$ cat config.mk
export PLATFORM = sky130hd
export DESIGN_NAME = battle_sequencer
export DESIGN_NICKNAME = d
export VERILOG_FILES = /design/src/rtl/battle_sequencer.sv
export SDC_FILE = /design/constraint.sdc
export NUM_CORES = 1
export LEC_CHECK = 0
export BUFFER_PORTS_ARGS = -buffer_cell sky130_fd_sc_hd__buf_2
export CORE_ASPECT_RATIO = 1.4
export CORE_UTILIZATION = 47
export CTS_CLUSTER_SIZE = 24
export DETAILED_ROUTE_END_ITERATION = 16
export PLACE_DENSITY = 0.75
export SYNTH_ARGS = -nofsm -noshare
export SYNTH_HDL_FRONTEND = slang
export SYNTH_SLANG_ARGS = --single-unit
$ cat constraint.sdc
create_clock -name clk -period 6.3 [get_ports clk]
set_input_delay 0 -clock clk [delete_from_list [all_inputs] [get_ports clk]]
set_output_delay 0 -clock clk [all_outputs]
set_load 0.1 [all_outputs]
$ cat src/rtl/battle_sequencer.sv
// -----------------------------------------------------------------------------
// battle_sequencer
//
// Turn sequencer for a two-party battle. It alternates a player turn and an
// enemy turn, applies the damage each attack block reports, holds a result
// phase between rounds and ends in WIN or LOSE when a side's hit points
// reach zero.
//
// Ports
//   clk                 system clock, all state changes on its rising edge
//   rst_n               asynchronous active-low reset
//   start_in            level: leaves IDLE to start a battle, or leaves WIN/LOSE
//   player_finished_in  finished flag from the player attack block
//   player_damage_in    damage dealt to the enemy, sampled with the flag
//   enemy_finished_in   finished flag from the enemy attack block
//   enemy_damage_in     damage dealt to the player, sampled with the flag
//   state_out           current phase code (registered), also the debug view
//   player_hp_out       player hit points
//   enemy_hp_out        enemy hit points
//   turn_count_out      completed player+enemy rounds, saturating at 8'hFF
//   timeout_out         one-cycle pulse when a turn is aborted by timeout
//
// Handshake: a finished flag is a qualifier, not a valid/ready pair. It is
// accepted only in the matching turn and only after the two-cycle entry
// mask; the damage input is read in exactly that cycle and ignored otherwise.
// -----------------------------------------------------------------------------
module battle_sequencer #(
  parameter logic [7:0]  PLAYER_HP_INIT     = 8'd100,
  parameter logic [7:0]  ENEMY_HP_INIT      = 8'd200,
  parameter logic [31:0] TIMEOUT_CYCLES     = 32'd650_000_000,
  parameter logic [31:0] RESULT_HOLD_CYCLES = 32'd130_000_000
) (
  input  logic       clk,
  input  logic       rst_n,
  input  logic       start_in,
  input  logic       player_finished_in,
  input  logic [7:0] player_damage_in,
  input  logic       enemy_finished_in,
  input  logic [7:0] enemy_damage_in,
  output logic [3:0] state_out,
  output logic [7:0] player_hp_out,
  output logic [7:0] enemy_hp_out,
  output logic [7:0] turn_count_out,
  output logic       timeout_out
);

  typedef enum logic [3:0] {
    IDLE        = 4'b0000,
    PLAYER_TURN = 4'b0001,
    ENEMY_TURN  = 4'b0010,
    RESULT      = 4'b0011,
    WIN         = 4'b0100,
    LOSE        = 4'b0101
  } state_t;

  state_t      state;
  logic [31:0] timer;   // cycles spent in the current phase
  logic [1:0]  guard;   // counts up to 2 after turn entry; finished masked below 2

  logic       guard_open;
  logic       turn_expired;
  logic       hold_done;
  logic       player_accept;
  logic       enemy_accept;
  logic [7:0] enemy_hp_next;
  logic [7:0] player_hp_next;

  function automatic logic [7:0] sat_sub(input logic [7:0] hp, input logic [7:0] dmg);
    return (dmg >= hp) ? 8'd0 : hp - dmg;
  endfunction

  assign guard_open    = (guard == 2'd2);
  assign turn_expired  = (timer == TIMEOUT_CYCLES - 32'd1);
  assign hold_done     = (timer == RESULT_HOLD_CYCLES - 32'd1);
  assign player_accept = guard_open && player_finished_in;
  assign enemy_accept  = guard_open && enemy_finished_in;

  // A timed-out turn applies zero damage, so the same subtraction path is used.
  assign enemy_hp_next  = sat_sub(enemy_hp_out,  player_accept ? player_damage_in : 8'd0);
  assign player_hp_next = sat_sub(player_hp_out, enemy_accept  ? enemy_damage_in  : 8'd0);

  assign state_out = state;

  always_ff @(posedge clk or negedge rst_n) begin
    if (!rst_n) begin
      state          <= IDLE;
      player_hp_out  <= PLAYER_HP_INIT;
      enemy_hp_out   <= ENEMY_HP_INIT;
      turn_count_out <= 8'd0;
      timeout_out    <= 1'b0;
      timer          <= 32'd0;
      guard          <= 2'd0;
    end else begin
      timeout_out <= 1'b0;
      case (state)
        IDLE: begin
          if (start_in) begin
            state <= PLAYER_TURN;
            timer <= 32'd0;
            guard <= 2'd0;
          end
        end

        PLAYER_TURN: begin
          // Finished takes priority over an expiring timer in the same cycle.
          if (player_accept || turn_expired) begin
            enemy_hp_out <= enemy_hp_next;
            timeout_out  <= ~player_accept;
            state        <= (enemy_hp_next == 8'd0) ? WIN : ENEMY_TURN;
            timer        <= 32'd0;
            guard        <= 2'd0;
          end else begin
            timer <= timer + 32'd1;
            if (!guard_open) guard <= guard + 2'd1;
          end
        end

        ENEMY_TURN: begin
          if (enemy_accept || turn_expired) begin
            player_hp_out <= player_hp_next;
            timeout_out   <= ~enemy_accept;
            state         <= (player_hp_next == 8'd0) ? LOSE : RESULT;
            timer         <= 32'd0;
            guard         <= 2'd0;
          end else begin
            timer <= timer + 32'd1;
            if (!guard_open) guard <= guard + 2'd1;
          end
        end

        RESULT: begin
          if (hold_done) begin
            state <= PLAYER_TURN;
            timer <= 32'd0;
            guard <= 2'd0;
            if (turn_count_out != 8'hFF) turn_count_out <= turn_count_out + 8'd1;
          end else begin
            timer <= timer + 32'd1;
          end
        end

        WIN, LOSE: begin
          if (start_in) begin
            state          <= IDLE;
            player_hp_out  <= PLAYER_HP_INIT;
            enemy_hp_out   <= ENEMY_HP_INIT;
            turn_count_out <= 8'd0;
            timer          <= 32'd0;
            guard          <= 2'd0;
          end
        end

        default: begin
          state <= IDLE;
          timer <= 32'd0;
          guard <= 2'd0;
        end
      endcase
    end
  end

endmodule

==> impl_metrics.csv, run 1 <==
group,metric,value,unit
clock_tree,numCtsBuffers,9,
worst_setup_path,crit_required,6510,ps
worst_setup_path,critical_path_buf_inv_count,1,
detailed_routing,drc,0,
sta,worst_pin_slew,838.0,ps
worst_setup_path,critical_path_cell_count,11,
min_path,hold_path.class,"primary input to flop",
run_status,status,"completed",
clock_tree,insertion_delay,330,ps
logic_synthesis,syn_area,4289,µm²
clock_tree,clock_sinks,62,
worst_setup_path,rr_worst_depth,11,
place,dpl.hpwl,7474,µm
detailed_routing,viasPerCell,6.025,
clock_tree,post_cts_buffers,0,
logic_synthesis,ys_ff_latch,62,
min_path,holdPathStages,3,
sta,rsz0062_at_grt,"false",
global_route,met2_usage,40.93,%
logic_synthesis,synthSimpleGateAreaFrac,25.79,%
logic_synthesis,synthArstFlopShare,100.0,%
detailed_routing,firstDrtPassIters,4,
flow_run,cap_viol_max_count,0,
worst_setup_path,end_kind,"flop",
logic_synthesis,yosys_warnings,0,
logic_synthesis,syn_inst,483,
detailed_routing,drtAntennaViolNets,0,
floorplan,dieArea,9517,µm²
floorplan,fp.dieW,82.74,µm
worst_setup_path,crit_type,"flop to flop",
sta,tns,0,ps
pwr,pwr_density_cell,544.5,nW/µm²
logic_synthesis,yosysTopAreaCellShare,32.67,%
clock_tree,cts_tree,"yes",
logic_synthesis,synth.area.top_cells,"dfrtp_1 (33%), ha_1 (6.1%), nand2_1 (4.7%)",
worst_setup_path,critical_path.top_delay_family,"compound AO/OA/AOI/OAI gates",
worst_setup_path,cpMaxStageDelayCell,"a2111oi_0",
global_route,grt_pass1_vias,3758,
clock_tree,clk_pin_slew,50,ps
global_route,grt-busiest-layer,"met2",
place,placed_area,4576,µm²
global_route,overflow,0,
global_route,met3_usage,4.286,%
logic_synthesis,synth_compound_area_share,19.60,%
floorplan,die_h,115.0,µm
sta,fin_skew,6.442,ps
floorplan,coreArea,8708,µm²
place,port-buffer-count,48,
sta,slew_viol_final,0,
clock_tree,root_buffer,"clkbuf_16",
layout,antennaDiodeCount,0,
worst_setup_path,crit_fanout,8,
layout,syn2layout_area_growth,12.86,%
pwr,p_leak,2.170,nW
clock_tree,cts-resized-gates,0,
clock_tree,htreeDepth,3,
detailed_routing,wl_per_cell,16.10,µm
logic_synthesis,syn-num-nets,527,
clock_tree,cts_buffer_depth,2,
layout,finalNetCount,569,
layout,final_util,55.59,%
worst_setup_path,crit_chain,"inv_1 -> ha_1 -> and2_1 -> nand2_1 -> ha_1 -> nor2b_1 -> o211ai_1 -> a311o_1 -> a2111oi_0 -> nand3_1 -> a221o_1",
sta,period_needed,3387,ps
logic_synthesis,yosys.area_share.xor_xnor,4.901,%
layout,drive_gt1_share,15.85,%
sta,fin_crit_sh,53.76,%
min_path,worstHoldStart,"start_in",
logic_synthesis,synth_ff_type,"dfrtp_1",
logic_synthesis,synthMuxAreaShare,2.130,%
sta,setup_viol,0,
place,gp_congestion,0.9074,
worst_setup_path,startpoint_type,"flop",
worst_setup_path,startpoint,"guard[0]",
pwr,peakVddDrop,0.4565,mV
logic_synthesis,synth.distinct_cells,72,
logic_synthesis,synth_edf_count,0,
sta,max-slew-margin-rel,43.62,%
detailed_routing,drtIter0Drc,251,
logic_synthesis,synth_top_family_by_area,"simple AND/OR/NAND/NOR gates",
global_route,antenna_found_initial,0,
floorplan,start_util,49.25,%
worst_setup_path,rr_startpoint,"guard[0]",
floorplan,io_pins,50,
logic_synthesis,synth_top_area_cell,"dfrtp_1",
detailed_routing,vias,3826,
sta,finalHoldViolCount,0,
logic_synthesis,seq_area_frac_synth,36.35,%
sta,max_freq,295.3,MHz
logic_synthesis,synthAdderAreaFrac,7.060,%
worst_setup_path,max_stage_delay,430,ps
layout,final_cell_area,4841,µm²
global_route,grt.met1_usage,26.06,%
global_route,grt_start_max_net_pins,63,
worst_setup_path,cp.arrival,3600,ps
worst_setup_path,crit_top_cell,"ha_1",
detailed_routing,wl,10220,µm
floorplan,num_rows,40,
logic_synthesis,avgSynthCellArea,8.880,µm²
global_route,grt_pass1_wl,16880,µm
global_route,track_usage,23.22,%
[flip-flops by register name, indices dropped and copies added, names as in the netlist]
name and cells:
turn_count_out 8, timeout_out 1, enemy_hp_out 8, guard 2
timer 32, state_out 3, player_hp_out 8
[worst paths after layout]
kind                                   end  slack, ps
hold reg to reg            enemy_hp_out[3]        490
hold / removal                state_out[0]         50
setup reg to reg              state_out[1]       2910
max in group asynchronous     state_out[2]       5390
setup / recovery              state_out[1]       2910
min in group asynchronous        timer[18]        380
[logic make-up (layout without fill, tap and decap cells)]
| family | count (synthesis) | after routing |
|---|---|---|
| flip-flops | 62 | 62 |
| multiplexers | 9 | 9 |
| buffers and inverters | 40 | 87 |
| other | 1 | 1 |
| XOR/XNOR | 24 | 24 |
| AO/OA/AOI/OAI | 114 | 114 |
| AND/OR/NAND/NOR | 210 | 210 |
| adder cells (fa/ha/maj) | 23 | 23 |
[per-stage QoR]
step / power (mW) / hold slack [ps] / cells / setup slack (ps)
after floorplan: 1.915 / -295.6 / 483 / 3143
after global placement: 2.156 / 218.9 / 618 / 2961
after detailed placement: 2.191 / 223.3 / 618 / 2922
after CTS: 2.636 / 48.06 / 635 / 2906
after global routing: 2.808 / 70.67 / 635 / 2698
final: 2.636 / 54.48 / 635 / 2913
[worst min-delay path, cell delays in order]
cell and delay [ps]:
buf_2 130, a21oi_1 140, o31ai_1 70
[cells in the mapped netlist (3+ instances only)]
library cell   n
a21o_1         9
a21oi_1       26
a22o_1        13
a31oi_1        6
and2_1        11
and3_1        10
and4_1         3
buf_2          5
buf_4          3
clkbuf_1      10
dfrtp_1       56
dfstp_2        6
ha_1          21
inv_1         20
mux2i_1        8
nand2_1       54
nand2b_1       5
nand3_1       24
nand4_1       12
nor2_1        40
nor2b_1        8
nor3_1         7
nor4_1         7
o211ai_1       7
o21ai_0        9
o21ai_1        3
o22ai_1        7
o2bb2ai_1      4
o31ai_1        5
or2_2          4
or3_1          3
or4_1          6
xnor2_1       10
xor2_1        14
[placed cells by master, fill, tap and decap left out, types with 3 or more instances in the layout]
cell / netlist / routed
nor2b_1: 8 / 8
dfrtp_1: 56 / 56
xor2_1: 14 / 14
and2_1: 11 / 11
inv_1: 20 / 20
nor3_1: 7 / 7
or4_1: 6 / 6
o22ai_1: 7 / 7
clkbuf_1: 10 / 4
or2_2: 4 / 4
o21ai_0: 9 / 9
nor2_1: 40 / 40
a21o_1: 9 / 9
clkinv_2: 0 / 3
and3_1: 10 / 10
a21oi_1: 26 / 26
mux2i_1: 8 / 8
a22o_1: 13 / 13
nand2_1: 54 / 54
nor4_1: 7 / 7
a31oi_1: 6 / 6
xnor2_1: 10 / 10
and4_1: 3 / 3
o211ai_1: 7 / 7
o31ai_1: 5 / 5
o2bb2ai_1: 4 / 4
o21ai_1: 3 / 3
buf_2: 5 / 48
nand2b_1: 5 / 5
or3_1: 3 / 3
nand3_1: 24 / 24
dfstp_2: 6 / 6
clkbuf_16: 0 / 9
ha_1: 21 / 21
nand4_1: 12 / 12
[where the power goes]
part | internal, mW | total [mW] | switching (mW)
logic | 0.509 | 1.57 | 1.06
registers | 0.508 | 0.634 | 0.126
clock network | 0.264 | 0.432 | 0.168
[routing by layer]
layer  up-vias  wire length, µm
met4         0              349
li1       1857                -
met5         -                0
met3        30              374
met1      1846             4239
met2        93             5260
[area by class of cell]
type	instances	area, µm²
Sequential cell	62	1559
Clock buffer	13	240.2
Tap cell	105	131.4
Fill cell	796	3867
Multi-Input combinational cell	381	2555
Clock inverter	3	15.01
Timing Repair Buffer	51	265.3
Inverter	20	75.07
[repair_timing]
item / in CTS / in global routing
hold endpoints to repair: 56 / 0
endpoints found under the setup margin: 0 / 0
hold buffers: 1 / 0
Power figures use the tool's default switching activity.
==> run 2, diff against run 1 <==
--- a/config.mk
+++ b/config.mk
@@ -5,12 +5,13 @@
 export SDC_FILE = /design/constraint.sdc
 export NUM_CORES = 1
 export LEC_CHECK = 0
+export ABC_AREA = 1
 export BUFFER_PORTS_ARGS = -buffer_cell sky130_fd_sc_hd__buf_2
 export CORE_ASPECT_RATIO = 1.4
 export CORE_UTILIZATION = 47
 export CTS_CLUSTER_SIZE = 24
 export DETAILED_ROUTE_END_ITERATION = 16
-export PLACE_DENSITY = 0.75
+export PLACE_DENSITY = 0.78
 export SYNTH_ARGS = -nofsm -noshare
 export SYNTH_HDL_FRONTEND = slang
 export SYNTH_SLANG_ARGS = --single-unit
==> constraint.sdc (replaced) <==
create_clock -name clk -period 3 [get_ports clk]
set_input_delay 0 -clock clk [delete_from_list [all_inputs] [get_ports clk]]
set_output_delay 0 -clock clk [all_outputs]
set_load 0.1 [all_outputs]
==> impl_metrics.csv, run 2 <==
group,metric,value,unit
run_status,status,"completed",
pwr,power.switching,2.916,mW
detailed_routing,drtIter0Drc,190,
logic_synthesis,yosysTopAreaCellShare,29.96,%
pwr,peakVddDrop,0.4493,mV
logic_synthesis,synth.area.top_cells,"dfrtp_1 (30%), nand2_1 (16%), inv_1 (8.3%)",
floorplan,die_h,120.0,µm
logic_synthesis,syn-num-nets,717,
sta,fin_crit_sh,90.50,%
sta,max-slew-margin-rel,30.85,%
worst_setup_path,cp.arrival,2950,ps
worst_setup_path,critical_path_buf_inv_count,3,
clock_tree,cts_tree,"yes",
pwr,pwr_density_cell,1017,nW/µm²
detailed_routing,vias,4507,
pwr,intPower,2.590,mW
layout,antennaDiodeCount,0,
detailed_routing,drc,0,
global_route,overflow,0,
sta,slew_viol_final,0,
pwr,swShare,52.96,%
layout,mostFrequentLayoutCell,"nand2_1",
layout,multi_input_area,2659,µm²
detailed_routing,drtAntennaViolNets,0,
detailed_routing,viasPerCell,5.210,
detailed_routing,firstDrtPassIters,5,
detailed_routing,wl_per_cell,13.20,µm
layout,syn2layout_area_growth,15.70,%
floorplan,coreArea,9564,µm²
pwr,combinationalPowerShare,58.0,%
clock_tree,clock_sinks,62,
sta,worst_pin_slew,1037,ps
worst_setup_path,crit_chain,"inv_1 -> ha_1 -> nand2_1 -> nor2_1 -> ha_1 -> inv_1 -> fa_1 -> nand2_1 -> nand2_1 -> nand3_1 -> nand2_1 -> nand2_1 -> inv_1 -> o31ai_1 -> nand3_1 -> nand2_1 -> nand2_1 -> nand2_1 -> nand2_1",
logic_synthesis,synth_common_cells,"nand2_1 (199), inv_1 (103), nand3_1 (62), dfrtp_1 (56), nor2_1 (56)",
floorplan,io_pins,50,
global_route,grt_pass1_vias,4496,
min_path,hold_path.class,"primary input to flop",
global_route,grt_pass1_wl,19490,µm
detailed_routing,wl,11410,µm
layout,drive_gt1_share,15.69,%
global_route,grt.met1_usage,25.54,%
pwr,seq_power_share,21.1,%
logic_synthesis,synth_top_area_cell,"dfrtp_1",
global_route,grt-busiest-layer,"met2",
min_path,worstHoldStart,"start_in",
global_route,track_usage,23.76,%
global_route,antenna_found_initial,0,
worst_setup_path,rr_startpoint,"guard[0]",
worst_setup_path,end_kind,"flop",
logic_synthesis,syn_inst,673,
worst_setup_path,max_stage_delay,420,ps
clock_tree,insertion_delay,340,ps
logic_synthesis,avgSynthCellArea,6.949,µm²
worst_setup_path,crit_required,3230,ps
logic_synthesis,syn_area,4677,µm²
place,dpl_worst_slack,200.5,ps
layout,fill_cells,940,
logic_synthesis,synth_ff_type,"dfrtp_1",
layout,seq_area,1559,µm²
global_route,grt_start_max_net_pins,47,
layout,most-common-layout-cells,"nand2_1 (198), inv_1 (101), nand3_1 (62)",
clock_tree,cts_buffer_depth,2,
worst_setup_path,startpoint_type,"flop",
global_route,met3_usage,4.746,%
clock_tree,numCtsBuffers,9,
pwr,pwr-share-clk,20.9,%
sta,tns,0,ps
worst_setup_path,startpoint,"guard[0]",
sta,period_needed,2715,ps
clock_tree,root_buffer,"clkbuf_16",
floorplan,fp.dieW,86.31,µm
clock_tree,clk_pin_slew,60,ps
sta,finalHoldViolCount,0,
layout,largest_register_ffs,32,
place,gp_congestion,0.9111,
clock_tree,htreeDepth,3,
logic_synthesis,ys_ff_latch,62,
sta,setup_viol,0,
worst_setup_path,cpMaxStageDelayCell,"fa_1",
logic_synthesis,seq_area_frac_synth,33.33,%
floorplan,num_rows,42,
logic_synthesis,post-synth-top-count-cell,"nand2_1",
layout,finalNetCount,772,
pwr,p_leak,2.766,nW
worst_setup_path,crit_top_cell,"nand2_1",
worst_setup_path,crit_type,"flop to flop",
floorplan,start_util,48.90,%
global_route,met2_usage,45.04,%
logic_synthesis,yosys_warnings,0,
flow_run,cap_viol_max_count,0,
logic_synthesis,synth.distinct_cells,45,
sta,fin_skew,7.375,ps
worst_setup_path,critical_path.top_delay_family,"simple AND/OR/NAND/NOR gates",
place,dpl.hpwl,8754,µm
floorplan,dieArea,10360,µm²
sta,layout_setup_ws,285.1,ps
logic_synthesis,synthArstFlopShare,100.0,%
worst_setup_path,crit_fanout,5,
sta,rsz0062_at_grt,"false",
logic_synthesis,synth_edf_count,0,
place,port-buffer-count,48,
layout,largest-register,"timer",
layout,final_util,56.58,%
sta,max_freq,368.3,MHz
==> run 2: cell count changes after synthesis, sizes merged, moves of 10 or more <==
cell and delta:
and3 -10, inv +86, a22o -13, nor3 +12, nor2 +20, o21ai +12, nand3 +46, a21oi -12
nand2 +151, and2 -11, nand4 +13
==> run 2: worst paths after layout <==
kind	cells after the start	end	slack, ps
max	19	state_out[1]	290
min in group asynchronous	2	timer[9]	400
min	4	state_out[2]	50
max in group asynchronous	3	timer[30]	1820
max reg2reg	19	state_out[1]	290
min reg2reg	2	enemy_hp_out[7]	490
==> run 2: cells by family after synthesis <==
family	count (synthesis)	share of synthesized area, %
simple gates	398	39.78
other cells	1	0.08018
fa+ha+maj	23	6.474
flops	62	33.33
compound gates	53	6.715
xor+xnor	20	3.745
buf+inv	116	9.871
==> run 2: tightest hold or removal path: cells and delay by family <==
family	cells	cell delay (ps)
buffers and inverters	2	240
AND/OR/NAND/NOR	2	120
==> run 2: metrics by stage <==
stage               area [µm²]  hold WS, ps  instances  total power [mW]
global placement          5051        220.5        847             4.280
detailed placement        5051        248.0        847             4.357
global route              5411        68.66        865             5.919
floorplan                 4677       -295.6        673             3.756
CTS                       5395        37.09        864             5.528
finish                    5411        53.80        865             5.506
==> run 2: power by group through the flow <==
stage	combinational, mW	sequential [mW]	clock (mW)
detailed placement	3.18	1.17	0
global placement	3.11	1.17	0
CTS	3.20	1.16	1.17
global route	3.53	1.18	1.20
floorplan	1.76	2.00	0
finish	3.19	1.16	1.15
==> run 2: layer usage <==
layer	share of wire, %	wire [µm]
met5	0	0
met4	1.7	199
met3	3.4	386
met2	54	6156
met1	41	4672
==> run 2: repair_timing <==
action,CTS,global route
setup buffers,0,1
hold buffers,1,0
endpoints found under the setup margin,0,2
gates resized for setup,0,4
endpoints found under the hold margin,39,0
==> run 2: final cells by class <==
cell class / instances / area share [%]
flip-flops and latches: 62 / 28.81
well taps: 132 / 3.052
multi-input cells: 495 / 49.13
inverters: 107 / 7.653
clock buffers: 11 / 4.671
clock inverters: 5 / 1.503
repair buffers: 53 / 5.179
==> run 3, diff against run 2 <==
--- a/config.mk
+++ b/config.mk
@@ -11,7 +11,8 @@
 export CORE_UTILIZATION = 47
 export CTS_CLUSTER_SIZE = 24
 export DETAILED_ROUTE_END_ITERATION = 16
-export PLACE_DENSITY = 0.78
+export PLACE_DENSITY = 0.69
+export RECOVER_POWER = 100
 export SYNTH_ARGS = -nofsm -noshare
 export SYNTH_HDL_FRONTEND = slang
 export SYNTH_SLANG_ARGS = --single-unit
==> constraint.sdc (replaced) <==
create_clock -name clk -period 3 [get_ports clk]
set_input_delay 0.15 -clock clk [delete_from_list [all_inputs] [get_ports clk]]
set_output_delay 0.15 -clock clk [all_outputs]
set_load 0.1 [all_outputs]
==> impl_metrics.csv, run 3 (synthesized netlist as in run 2, its figures left out) <==
group,metric,value,unit
worst_setup_path,r2r_end,"state_out[1]",
place,port-buffer-count,48,
place,gp_congestion,0.9207,
detailed_routing,drtIter0Drc,259,
place,dpl_worst_slack,260.6,ps
sta,worst_pin_slew,1418,ps
floorplan,fp.dieW,86.31,µm
floorplan,num_rows,42,
clock_tree,numCtsBuffers,9,
detailed_routing,drtAntennaViolNets,0,
layout,finalNetCount,770,
global_route,grt_pass1_vias,4398,
detailed_routing,wl_met1,4812,µm
layout,largest_register_ffs,32,
worst_setup_path,startpoint,"guard[0]",
worst_setup_path,startpoint_type,"flop",
flow_run,cap_viol_max_count,0,
worst_setup_path,end_kind,"flop",
sta,setup_viol,0,
min_path,hold_path.class,"primary input to flop",
global_route,overflow,0,
sta,layout_setup_ws,210.4,ps
sta,tns,0,ps
floorplan,io_pins,50,
floorplan,coreArea,9564,µm²
layout,antennaDiodeCount,0,
layout,mostFrequentLayoutCell,"nand2_1",
sta,max-slew-margin-rel,5.472,%
floorplan,start_util,48.90,%
worst_setup_path,crit_required,3230,ps
sta,holdWs,212.2,ps
global_route,track_usage,23.97,%
worst_setup_path,crit_fanout,8,
sta,finalHoldViolCount,0,
worst_setup_path,rr_worst_depth,18,
worst_setup_path,cp.arrival,3020,ps
sta,fin_skew,5.805,ps
clock_tree,cts_tree,"yes",
clock_tree,htreeDepth,3,
layout,final_util,54.64,%
layout,largest-register,"timer",
detailed_routing,top_layer,"met4",
min_path,worstHoldStart,"start_in",
floorplan,die_h,120.0,µm
floorplan,dieArea,10360,µm²
pwr,total_power,5.237,mW
worst_setup_path,crit_type,"flop to flop",
global_route,grt_start_max_net_pins,39,
clock_tree,insertion_delay,330,ps
detailed_routing,wl_met2,6261,µm
detailed_routing,viasPerCell,5.189,
detailed_routing,drc,0,
worst_setup_path,rr_startpoint,"guard[0]",
global_route,grt_pass1_wl,19510,µm
layout,syn2layout_area_growth,11.74,%
pwr,pwr_density_cell,1002,nW/µm²
sta,rsz0062_at_grt,"false",
place,dpl.hpwl,9009,µm
worst_setup_path,ff2ff_setup_slack,210,ps
clock_tree,clock_sinks,62,
detailed_routing,firstDrtPassIters,4,
clock_tree,cts_buffer_depth,2,
detailed_routing,vias,4478,
sta,slew_viol_final,0,
pwr,p_leak,2.618,nW
sta,fin_crit_sh,92.99,%
run_status,status,"completed",
detailed_routing,met3_wirelength,365,µm
global_route,antenna_found_initial,0,
detailed_routing,wl,11690,µm
layout,drive_gt1_share,9.576,%
sta,period_needed,2790,ps
sta,max_freq,358.5,MHz
layout,most-common-layout-cells,"nand2_1 (200), inv_1 (103), nand3_1 (69)",
clock_tree,root_buffer,"clkbuf_16",
detailed_routing,wl_per_cell,13.54,µm
clock_tree,clk_pin_slew,60,ps
worst_setup_path,crit_end,"state_out[1]",
pwr,peakVddDrop,0.3344,mV
-- run 3: power by group --
| group | switching [mW] | internal (mW) | total (mW) |
|---|---|---|---|
| clock network | 0.375 | 0.575 | 0.951 |
| logic | 2.36 | 0.749 | 3.11 |
| registers | 0.165 | 1.01 | 1.17 |
| total | 2.90 | 2.33 | 5.24 |
-- run 3: worst min-delay path by stage --
stage / depth (start not counted) / end / slack [ps]
2_1_floorplan: 0 / enemy_hp_out[0] / -150
3_3_place_gp: 1 / timer[29] / 170
3_5_place_dp: 1 / timer[25] / 180
4_1_cts: 4 / state_out[2] / 210
5_1_grt: 4 / state_out[2] / 240
6_report: 4 / state_out[2] / 210
-- run 3: metal layers --
metal  GRT usage [%]  up-vias
met2           45.09       87
met1           26.45     2099
met3           4.195       23
li1                -     2269
met5               0        -
met4           8.438        0
-- run 3: layout make-up --
| cell class | instances | area [µm²] |
|---|---|---|
| Inverter | 107 | 404.1 |
| Sequential cell | 62 | 1559 |
| Clock buffer | 10 | 239.0 |
| Tap cell | 132 | 165.2 |
| Multi-Input combinational cell | 495 | 2595 |
| Timing Repair Buffer | 51 | 226.5 |
| Clock inverter | 6 | 37.54 |
| Fill cell | 956 | 4338 |
-- run 3: worst max-delay path, stage by stage (launching register included) --
cell and delay, ps:
dfrtp_1 380, inv_1 90, ha_1 170, nand2_1 100, inv_1 270, nand2_1 170
fa_1 450, nand2_1 80, nand2_1 100, nand3_1 100, nand2_1 90, nand2_1 120
nor2_1 70, nor2_1 180, nand3_1 100, nand2_1 80, nand2_1 50, nand2_1 50
nand2_1 40
-- run 3: metrics by stage --
step	std cells	area (µm²)
3_5_place_dp	846	5044
3_3_place_gp	846	5044
5_1_grt	863	5226
2_1_floorplan	673	4677
6_report	863	5226
4_1_cts	863	5330
-- run 3: what timing repair did --
action                                 4_1_cts  5_1_grt
hold buffers                                 1        0
setup buffers                                0        0
gates resized for setup                      0        0
endpoints found under the hold margin       24        0
